==> config.mk <==
export PLATFORM = sky130hd
export DESIGN_NAME = pipe_ctrl
export DESIGN_NICKNAME = d
export VERILOG_FILES = /design/src/rtl/pipe_ctrl.sv
export SDC_FILE = /design/constraint.sdc
export NUM_CORES = 1
export LEC_CHECK = 0
export ABC_AREA = 1
export BUFFER_PORTS_ARGS = -buffer_cell sky130_fd_sc_hd__buf_4
export CAP_MARGIN = 20
export CORE_ASPECT_RATIO = 0.5
export CORE_MARGIN = 3
export CORE_UTILIZATION = 41
export CTS_CLUSTER_SIZE = 40
export DETAILED_ROUTE_END_ITERATION = 10
export GPL_TIMING_DRIVEN = 0
export SLEW_MARGIN = 20
export SYNTH_ARGS = -nofsm -noshare
export SYNTH_HDL_FRONTEND = slang
export SYNTH_SLANG_ARGS = --single-unit
==> constraint.sdc <==
create_clock -name clk -period 5.4 [get_ports clk]
set_input_delay 1.08 -clock clk [delete_from_list [all_inputs] [get_ports clk]]
set_output_delay 1.08 -clock clk [all_outputs]
set_load 0.01 [all_outputs]
==> src/rtl/pipe_ctrl.sv <==
// Hazard/stall controller for a 5-stage pipe: load-use interlock, EX redirect, DRAM wait with timeout.
// Latency: 0 (controls are combinational from state and inputs); backpressure: a DRAM wait freezes every stage.
module pipe_ctrl #(
  parameter int MEM_TIMEOUT = 16
) (
  input  logic        clk,
  input  logic        rst,
  input  logic [4:0]  id_rs1,
  input  logic [4:0]  id_rs2,
  input  logic        id_rs1_used,
  input  logic        id_rs2_used,
  input  logic [4:0]  ex_rd,
  input  logic        ex_rf_we,
  input  logic        ex_is_load,
  input  logic [1:0]  ex_npc_op,
  input  logic        ex_br_taken,
  input  logic        mem_req,
  input  logic        mem_ready,
  output logic        pc_stall,
  output logic        if_id_stall,
  output logic        if_id_flush,
  output logic        id_ex_stall,
  output logic        id_ex_flush,
  output logic        ex_mem_stall,
  output logic        mem_wb_bubble,
  output logic        redirect,
  output logic        mem_err,
  output logic [31:0] stall_cnt,
  output logic [31:0] flush_cnt
);

  typedef enum logic [0:0] {RUN, MEM_WAIT} state_t;

  state_t      state, state_nxt;
  logic [4:0]  wait_cnt, wait_cnt_nxt;
  logic        err_set;
  logic        mem_hold;
  logic        load_use;
  logic        taken;

  assign mem_hold = (state == MEM_WAIT) || ((state == RUN) && mem_req && !mem_ready);

  assign load_use = ex_is_load && ex_rf_we && (ex_rd != 5'd0) &&
                    ((id_rs1_used && (id_rs1 == ex_rd)) ||
                     (id_rs2_used && (id_rs2 == ex_rd)));

  assign taken = (ex_npc_op == 2'b01) || (ex_npc_op == 2'b10) ||
                 ((ex_npc_op == 2'b11) && ex_br_taken);

  // A pending EX redirect needs no storage: EX is frozen during the wait,
  // so taken re-appears on the first unheld cycle.
  always_comb begin
    pc_stall      = 1'b0;
    if_id_stall   = 1'b0;
    if_id_flush   = 1'b0;
    id_ex_stall   = 1'b0;
    id_ex_flush   = 1'b0;
    ex_mem_stall  = 1'b0;
    mem_wb_bubble = 1'b0;
    redirect      = 1'b0;
    if (!rst) begin
      if (mem_hold) begin
        pc_stall      = 1'b1;
        if_id_stall   = 1'b1;
        id_ex_stall   = 1'b1;
        ex_mem_stall  = 1'b1;
        mem_wb_bubble = 1'b1;
      end else if (taken) begin
        redirect      = 1'b1;
        if_id_flush   = 1'b1;
        id_ex_flush   = 1'b1;
      end else if (load_use) begin
        pc_stall      = 1'b1;
        if_id_stall   = 1'b1;
        id_ex_flush   = 1'b1;
      end
    end
  end

  always_comb begin
    state_nxt    = state;
    wait_cnt_nxt = wait_cnt;
    err_set      = 1'b0;
    case (state)
      RUN: begin
        if (mem_req && !mem_ready) begin
          state_nxt    = MEM_WAIT;
          wait_cnt_nxt = 5'd1;
        end
      end
      MEM_WAIT: begin
        if (mem_ready) begin
          state_nxt    = RUN;
          wait_cnt_nxt = 5'd0;
        end else if (wait_cnt == 5'(MEM_TIMEOUT - 1)) begin
          // Forced release: the RUN-state entry cycle counts as the first held cycle.
          state_nxt    = RUN;
          wait_cnt_nxt = 5'd0;
          err_set      = 1'b1;
        end else begin
          wait_cnt_nxt = wait_cnt + 5'd1;
        end
      end
      default: begin
        state_nxt    = RUN;
        wait_cnt_nxt = 5'd0;
      end
    endcase
  end

  always_ff @(posedge clk) begin
    if (rst) begin
      state     <= RUN;
      wait_cnt  <= 5'd0;
      mem_err   <= 1'b0;
      stall_cnt <= 32'd0;
      flush_cnt <= 32'd0;
    end else begin
      state    <= state_nxt;
      wait_cnt <= wait_cnt_nxt;
      mem_err  <= mem_err | err_set;
      if (pc_stall) stall_cnt <= stall_cnt + 32'd1;
      if (redirect) flush_cnt <= flush_cnt + 32'd1;
    end
  end

endmodule

# Word-level counts from Yosys, hierarchy flattened
# Cells that the tools add are included.
# word_totals
n_memories	0
register_bits	71
wordCells	55
output_inout_bits	73
latchBits	0
mem_bits_ro	0
input_bits	26
mem_bits_rw	0
# op_classes
div_mod_pow	0
n_lt_le_gt_ge	0
mul	0
bitwise	2
mux	23
shift	0
n_addsub	3
n_eq_ne	7
reduce_logical	15
# ops
operator	count
$add A32 B1 Y32 const B	2
$mux W1	18
$mux W5	3
$eq A5 B5 Y1	2
$pmux W5 S2	1
$logic_and A1 B1 Y1	9
$add A5 B1 Y5 const B	1
$eq A5 B4 Y1 const B	1
$reduce_bool A5 Y1	1
$eq A2 B2 Y1 const B	2
$logic_or A1 B1 Y1	4
$eq A2 B1 Y1 const B	1
$ne A2 B1 Y1 const B	1
$pmux W1 S2	1
$logic_not A1 Y1	1
$not A1 Y1	1
$or A1 B1 Y1	1

# Logic depth before layout (Yosys ltp)
# Gate-level depths: netlist (run 1).
# logic_depth
word_depth	8
mapped_depth	13
mapped_depth_nobuf	13

# Worst setup path after synthesis (run 1)
# No wires, ideal clock.
# synth_path
kind	input to output
from	input ex_npc_op[0]
to	output pc_stall
stages	8
t_required_ns	4.320
t_arrival_ns	2.413
path_buffers	2
slack_ns	1.907
cell_sequence	ha_1 > a21oi_1 > nand3_1 > nand2_2 > buf_4 > nand2_1 > inv_1 > buf_4
# synth_via
elab_chain_cells	6
word_cells_on_any_way	9
cone_classes	eq/ne (3); mux (3); reduce/logical (3)
# synth_rtl
element	line	rtl
start: declaration	15	input logic [1:0] ex_npc_op,
$eq A2 B1 Y1 (tied with other cells)	47	assign taken = (ex_npc_op == 2'b01) || (ex_npc_op == 2'b10) ||
$logic_or A1 B1 Y1 or $logic_and A1 B1 Y1 (tied branches)	47, 48	
$logic_or A1 B1 Y1 (*)	47	
$mux W1 (*) (3 in series)	-	
end: declaration	19	output logic pc_stall,
# Every way passes the cells marked *; elsewhere a longest branch is shown, timed or not.

# Worst setup path after layout (run 1)
# layout_path
from	input ex_npc_op[0]
to	output id_ex_flush
# layout_via
elab_chain_cells	6
word_cells_on_any_way	9
cone_classes	eq/ne (3); mux (3); reduce/logical (3)
# layout_rtl
element	line	rtl
$eq A2 B1 Y1 (tied with other cells)	47	
$logic_or A1 B1 Y1 or $logic_and A1 B1 Y1 (tied branches)	47, 48	
$logic_or A1 B1 Y1 (*)	47	
$mux W1 (*)	68	end else if (taken) begin
$mux W1 (*)	62	if (mem_hold) begin
$mux W1 (*)	61	if (!rst) begin
end: declaration	23	output logic id_ex_flush,
# Marked as above.

==> impl_metrics.yaml, run 1 <==
placed_design:
  dp_cells: 888
  dpl.hpwl_um: 8705
  post-place-ws_ns: 1.429
  gp_congestion: 0.8510
  port_buffers: 97
job:
  drv_cap: 0
detailed_routing:
  ant_nets: 0
  wl_per_cell_um: 12.68
  dr.pass1.iters: 6
  drt-vias-per-instance: 4.883
  num_vias: 4414
  drc: 0
  finalWirelength_um: 11460
  drtIter0Drc: 204
finish:
  fin_nets: 794
  fin_cells: 904
  antenna_cells: 0
  multi_input_area_um2: 2282
  final_cell_mix: "nand2_1, nor2_1, buf_4, inv_1, dfxtp_1"
  regArea_um2: 1421
  nFillCells: 999
  syn2layout_area_growth_pct: 30.52
  drive_gt1_share_pct: 19.12
  final_common_cell: "nand2_1"
clock_network:
  cts_resized: 0
  htree_num_levels: 3
  cts_buffers: 9
  cts_num_sinks: 71
  cts_root_buf: "clkbuf_16"
  hold_buffers: 0
  worstSkewPairLatency_ns: 0.33
  postCtsSetupRepairBufs: 0
  clk_pin_slew_ns: 0.06
  clockBufferDepth: 2
  cts_tree: "built"
logic_synthesis:
  synth_seq_cells: 71
  avgSynthCellArea_um2: 6.250
  synth_area_um2: 4100
  ys_seq_area_share_pct: 34.67
  ys_warn_count: 0
  synthCells: 656
  ys_types: 30
  postSynthNetCount: 686
floorplanning:
  initial_core_util_pct: 42.84
  design.die.area_um2: 11310
  die_w_um: 147.4
  core_um2: 9572
  die_h_um: 76.71
  io_pins: 99
  num_rows: 25
global_route:
  grt_pass1_wl_um: 19200
  antenna_found_initial: 0
  grt_pass1_vias: 4094
  grt-ovfl-total: 0
  grtUsageTotal_pct: 20.64
  grt_max_degree: 14
critical_path:
  cp_max_fo: 10
  cp-startpoint: "ex_npc_op[0]"
  cp-end-kind: "output port"
  critPathKind: "in -> out"
  crit_arrival_ns: 2.89
  timing.rr.start: "stall_cnt[0]"
  worstPathRequired_ns: 4.32
  worst_setup_path_start_kind: "primary input"
sta:
  max_slew_margin_pct: 52.04
  max_freq_ghz: 0.2521
  finalSetupViolCount: 0
  layout_worst_path_cycle_share_pct: 73.47
  layout_setup_ws_ns: 1.433
  hold_ws_ns: 0.4671
  tns_ns: 0
  skew_ns: 0.008152
  min_period_ns: 3.967
  tightestPinTransition_ns: 0.7194
  rsz0062_at_grt: "false"
  hold_viol: 0
  drv_slew: 0
power_and_ir_drop:
  leakage_nw: 2.390
  p_per_area_nw_per_um2: 252.8
  p_total_mw: 1.353
  vdd_drop_max_v: 0.0001609
hold_path:
  hold_class: "reg -> reg"
  hp-start: "wait_cnt[4]"
outcome:
  outcome: "completed"
report_power, final:
group	internal (mW)	switching, mW	total [mW]	leakage, nW
registers	0.528	0.00467	0.533	0.573
clock network	0.467	0.239	0.706	0.170
logic	0.0446	0.0692	0.114	1.65
total	1.04	0.313	1.35	2.39
cell families (layout without fill, tap and decap cells):
kind of cell,Yosys count,count (layout),synth area share (%)
and+or+nand+nor,398,398,42.33
xor gates and xnor gates,10,10,2.136
adders and majority gates,4,4,1.221
AOI/OAI and AO/OA,75,75,9.979
DFF,71,71,34.67
buffers and inverters,98,211,9.673
critical path, cell delays in order:
cell and delay, ns:
buf_4 0.11, ha_1 0.27, a21oi_1 0.40, nor2_2 0.06, nand2_2 0.16, clkbuf_1 0.45, o21ai_0 0.17, buf_4 0.18
synthesized netlist by cell type:
library cell | instances | share of area, %
xnor2_1 | 4 | 0.85
dfxtp_1 | 71 | 35
a31oi_1 | 2 | 0.31
xor2_1 | 6 | 1.3
o21ba_2 | 1 | 0.24
o21ai_0 | 12 | 1.5
nor2_4 | 4 | 1.1
nand4_1 | 14 | 2.1
clkbuf_1 | 6 | 0.55
nand3b_1 | 6 | 1.1
a21boi_0 | 2 | 0.37
buf_2 | 5 | 0.61
buf_4 | 6 | 1.1
o21a_1 | 1 | 0.18
a21oi_1 | 53 | 6.5
nor2_2 | 5 | 0.76
nor3_2 | 3 | 0.73
nand2_2 | 6 | 0.92
ha_1 | 4 | 1.2
nand3_4 | 1 | 0.43
nand2_1 | 183 | 17
nor3_1 | 19 | 2.3
nand3_1 | 53 | 6.5
nor2_1 | 103 | 9.4
nor3b_1 | 1 | 0.18
a211oi_1 | 3 | 0.55
buf_1 | 3 | 0.27
a21oi_4 | 1 | 0.40
inv_1 | 76 | 7.0
inv_2 | 2 | 0.18
routing by layer:
| layer | GRT usage (%) | up-vias | share of wire, % |
|---|---|---|---|
| met3 | 4.664 | 17 | 4.9 |
| met2 | 34.86 | 111 | 46 |
| met5 | 0 | - | 0 |
| met4 | 5.762 | 0 | 1.4 |
| li1 | - | 2312 | - |
| met1 | 26.65 | 1974 | 48 |
stage by stage:
stage,area [µm²],util [%]
global route,5351,55.91
floorplan,4100,-
global placement,4997,52.21
CTS,5351,55.91
detailed placement,4997,52.21
finish,5351,55.91
layout make-up:
| cell class | count | area share (%) |
|---|---|---|
| multi-input cells | 487 | 42.65 |
| flip-flops and latches | 71 | 26.56 |
| repair buffers | 97 | 13.61 |
| inverters | 78 | 5.471 |
| clock buffers | 10 | 4.466 |
| well taps | 135 | 3.156 |
| clock inverters | 6 | 2.151 |
| plain buffers | 20 | 1.941 |
path summary, 6_finish.rpt:
check	cells past startpoint	slack (ns)	endpoint
worst min-delay path	1	0.47	wait_cnt[4]
worst max-delay path	8	1.43	id_ex_flush
worst max register to register	10	3.34	stall_cnt[30]
worst min register to register	1	0.47	wait_cnt[4]
sequential cells by signal (all words and copies together), names as in the netlist:
register	count
flush_cnt	32
stall_cnt	32
wait_cnt	5
mem_err	1
state	1
Note: power is estimated with default switching activity, not from simulation.
==> inputs of run 2 (changes only) <==
- PLACE_DENSITY: not set -> 0.66
- clock period: 5.4 -> 3.45 ns (I/O delays scaled with it)
==> run 2 against run 1 <==
Net effect:
- sequential share of layout area rose by 0.37 points
- non-clock buffer count is the same
- count of clock-buffer cells in the layout is 1 higher
- combinational power increased by 55%
- flip-flop and latch count unchanged
==> impl_metrics.yaml, run 2 (synthesis results as in run 1) <==
finish:
  drive_gt1_share_pct: 18.75
  top_regs: "flush_cnt (32), stall_cnt (32), wait_cnt (5)"
  antenna_cells: 0
  final_cell_mix: "nand2_1, nor2_1, buf_4, inv_1, dfxtp_1"
  nFillCells: 1007
  fin_nets: 794
  final_common_cell: "nand2_1"
  fin_cells: 903
  syn2layout_area_growth_pct: 28.72
clock_network:
  cts_root_buf: "clkbuf_16"
  htree_num_levels: 3
  postCtsSetupRepairBufs: 0
  clk_pin_slew_ns: 0.06
  cts_tree: "built"
  clockBufferDepth: 2
  worstSkewPairLatency_ns: 0.33
  cts_num_sinks: 71
  cts_buffers: 9
  hold_buffers: 0
  cts_resized: 0
detailed_routing:
  num_vias: 4369
  wl_per_cell_um: 12.37
  drt-vias-per-instance: 4.838
  drtIter0Drc: 224
  finalWirelength_um: 11170
  dr.pass1.iters: 5
  drc: 0
  ant_nets: 0
critical_path:
  max_stage_delay_ns: 0.42
  cp.depth: 8
  worst_setup_path_start_kind: "primary input"
  path_buf_inv: 3
  critPathKind: "in -> out"
  cp-end-kind: "output port"
  cpMostUsedCell: "buf_4"
  crit_arrival_ns: 2.46
  cp_max_fo: 10
  critPathSlowestCell: "clkbuf_1"
  r2r_cells: 10
  crit_family: "buffers and inverters"
  worstPathRequired_ns: 2.76
  path_cells: "buf_4 -> ha_1 -> a21oi_1 -> nor2_2 -> nand2_2 -> clkbuf_1 -> o21ai_0 -> buf_4"
floorplanning:
  num_rows: 25
  die_h_um: 76.71
  design.die.area_um2: 11310
  die_w_um: 147.4
  io_pins: 99
  initial_core_util_pct: 42.84
  core_um2: 9572
placed_design:
  dp_cells: 888
  port_buffers: 97
  dpl.hpwl_um: 8547
  gp_congestion: 0.8254
sta:
  layout_worst_path_cycle_share_pct: 91.23
  max_slew_margin_pct: 55.85
  max_freq_ghz: 0.3177
  tightestPinTransition_ns: 0.6622
  finalSetupViolCount: 0
  drv_slew: 0
  rsz0062_at_grt: "false"
  hold_ws_ns: 0.4689
  min_period_ns: 3.147
  hold_viol: 0
  skew_ns: 0.007629
  tns_ns: 0
hold_path:
  hold_class: "reg -> reg"
  min_path_cells: 1
job:
  drv_cap: 0
outcome:
  outcome: "completed"
global_route:
  antenna_found_initial: 0
  grt_max_degree: 12
  grt_pass1_wl_um: 19060
  grt-ovfl-total: 0
  grtUsageTotal_pct: 20.22
  grt_pass1_vias: 4064
power_and_ir_drop:
  leakage_nw: 2.356
  p_per_area_nw_per_um2: 361.2
  vdd_drop_max_v: 0.0002427
==> run 2: changes by cell type in the layout (fill, tap and decap cells not counted), sizes merged <==
cell | previous run | this run
bufinv | 3 | 1
clkinv | 0 | 2
inv | 80 | 78
clkbuf | 16 | 17
==> run 2: metal layers <==
metal | track usage (%) | vias up | share of wire [%]
met1 | 27.90 | 1969 | 50
met3 | 3.719 | 6 | 3.9
met5 | 0 | - | 0
met4 | 3.625 | 0 | 0.49
met2 | 33.62 | 85 | 46
li1 | - | 2309 | -
==> run 2: cell type report <==
cell class              instances  area (µm²)  area share, %
multi-input cells             487        2282          43.24
flip-flops and latches         71        1421          26.93
repair buffers                 97       728.2          13.80
inverters                      78       292.8          5.548
clock buffers                  11       232.7          4.410
well taps                     135       168.9          3.201
plain buffers                  20       103.9          1.968
clock inverters                 4       47.55         0.9009
==> run 2: path summary, 6_finish.rpt <==
check / from / end / slack (ns)
setup / recovery: ex_npc_op[0] / id_ex_flush / 0.30
hold / removal: wait_cnt[4] / wait_cnt[4] / 0.47
setup reg to reg: stall_cnt[0] / stall_cnt[30] / 1.44
hold reg to reg: wait_cnt[4] / wait_cnt[4] / 0.47
==> run 2: worst reg2reg max path, delay by kind of cell (launching register included) <==
| kind | cells | cell delay [ns] |
|---|---|---|
| AND/OR/NAND/NOR | 9 | 1.28 |
| flip-flops | 1 | 0.39 |
| adder cells (fa/ha/maj) | 1 | 0.22 |
==> run 2: where the power goes <==
group | internal, mW | switching (mW) | leakage, nW | total (mW)
logic | 0.0697 | 0.107 | 1.65 | 0.177
clock network | 0.554 | 0.341 | 0.135 | 0.894
registers | 0.827 | 0.00792 | 0.573 | 0.835
total | 1.45 | 0.456 | 2.36 | 1.91
==> run 2: per-stage QoR <==
stage | utilization (%) | cell area [µm²] | setup WS (ns) | total power [mW]
4_1_cts | 55.14 | 5278 | 0.2901 | 1.928
6_report | 55.14 | 5278 | 0.3027 | 1.906
2_1_floorplan | - | 4100 | 0.7371 | 0.9554
5_1_grt | 55.14 | 5278 | 0.1582 | 1.988
3_5_place_dp | 52.21 | 4997 | 0.3032 | 1.032
3_3_place_gp | 52.21 | 4997 | 0.2828 | 1.029
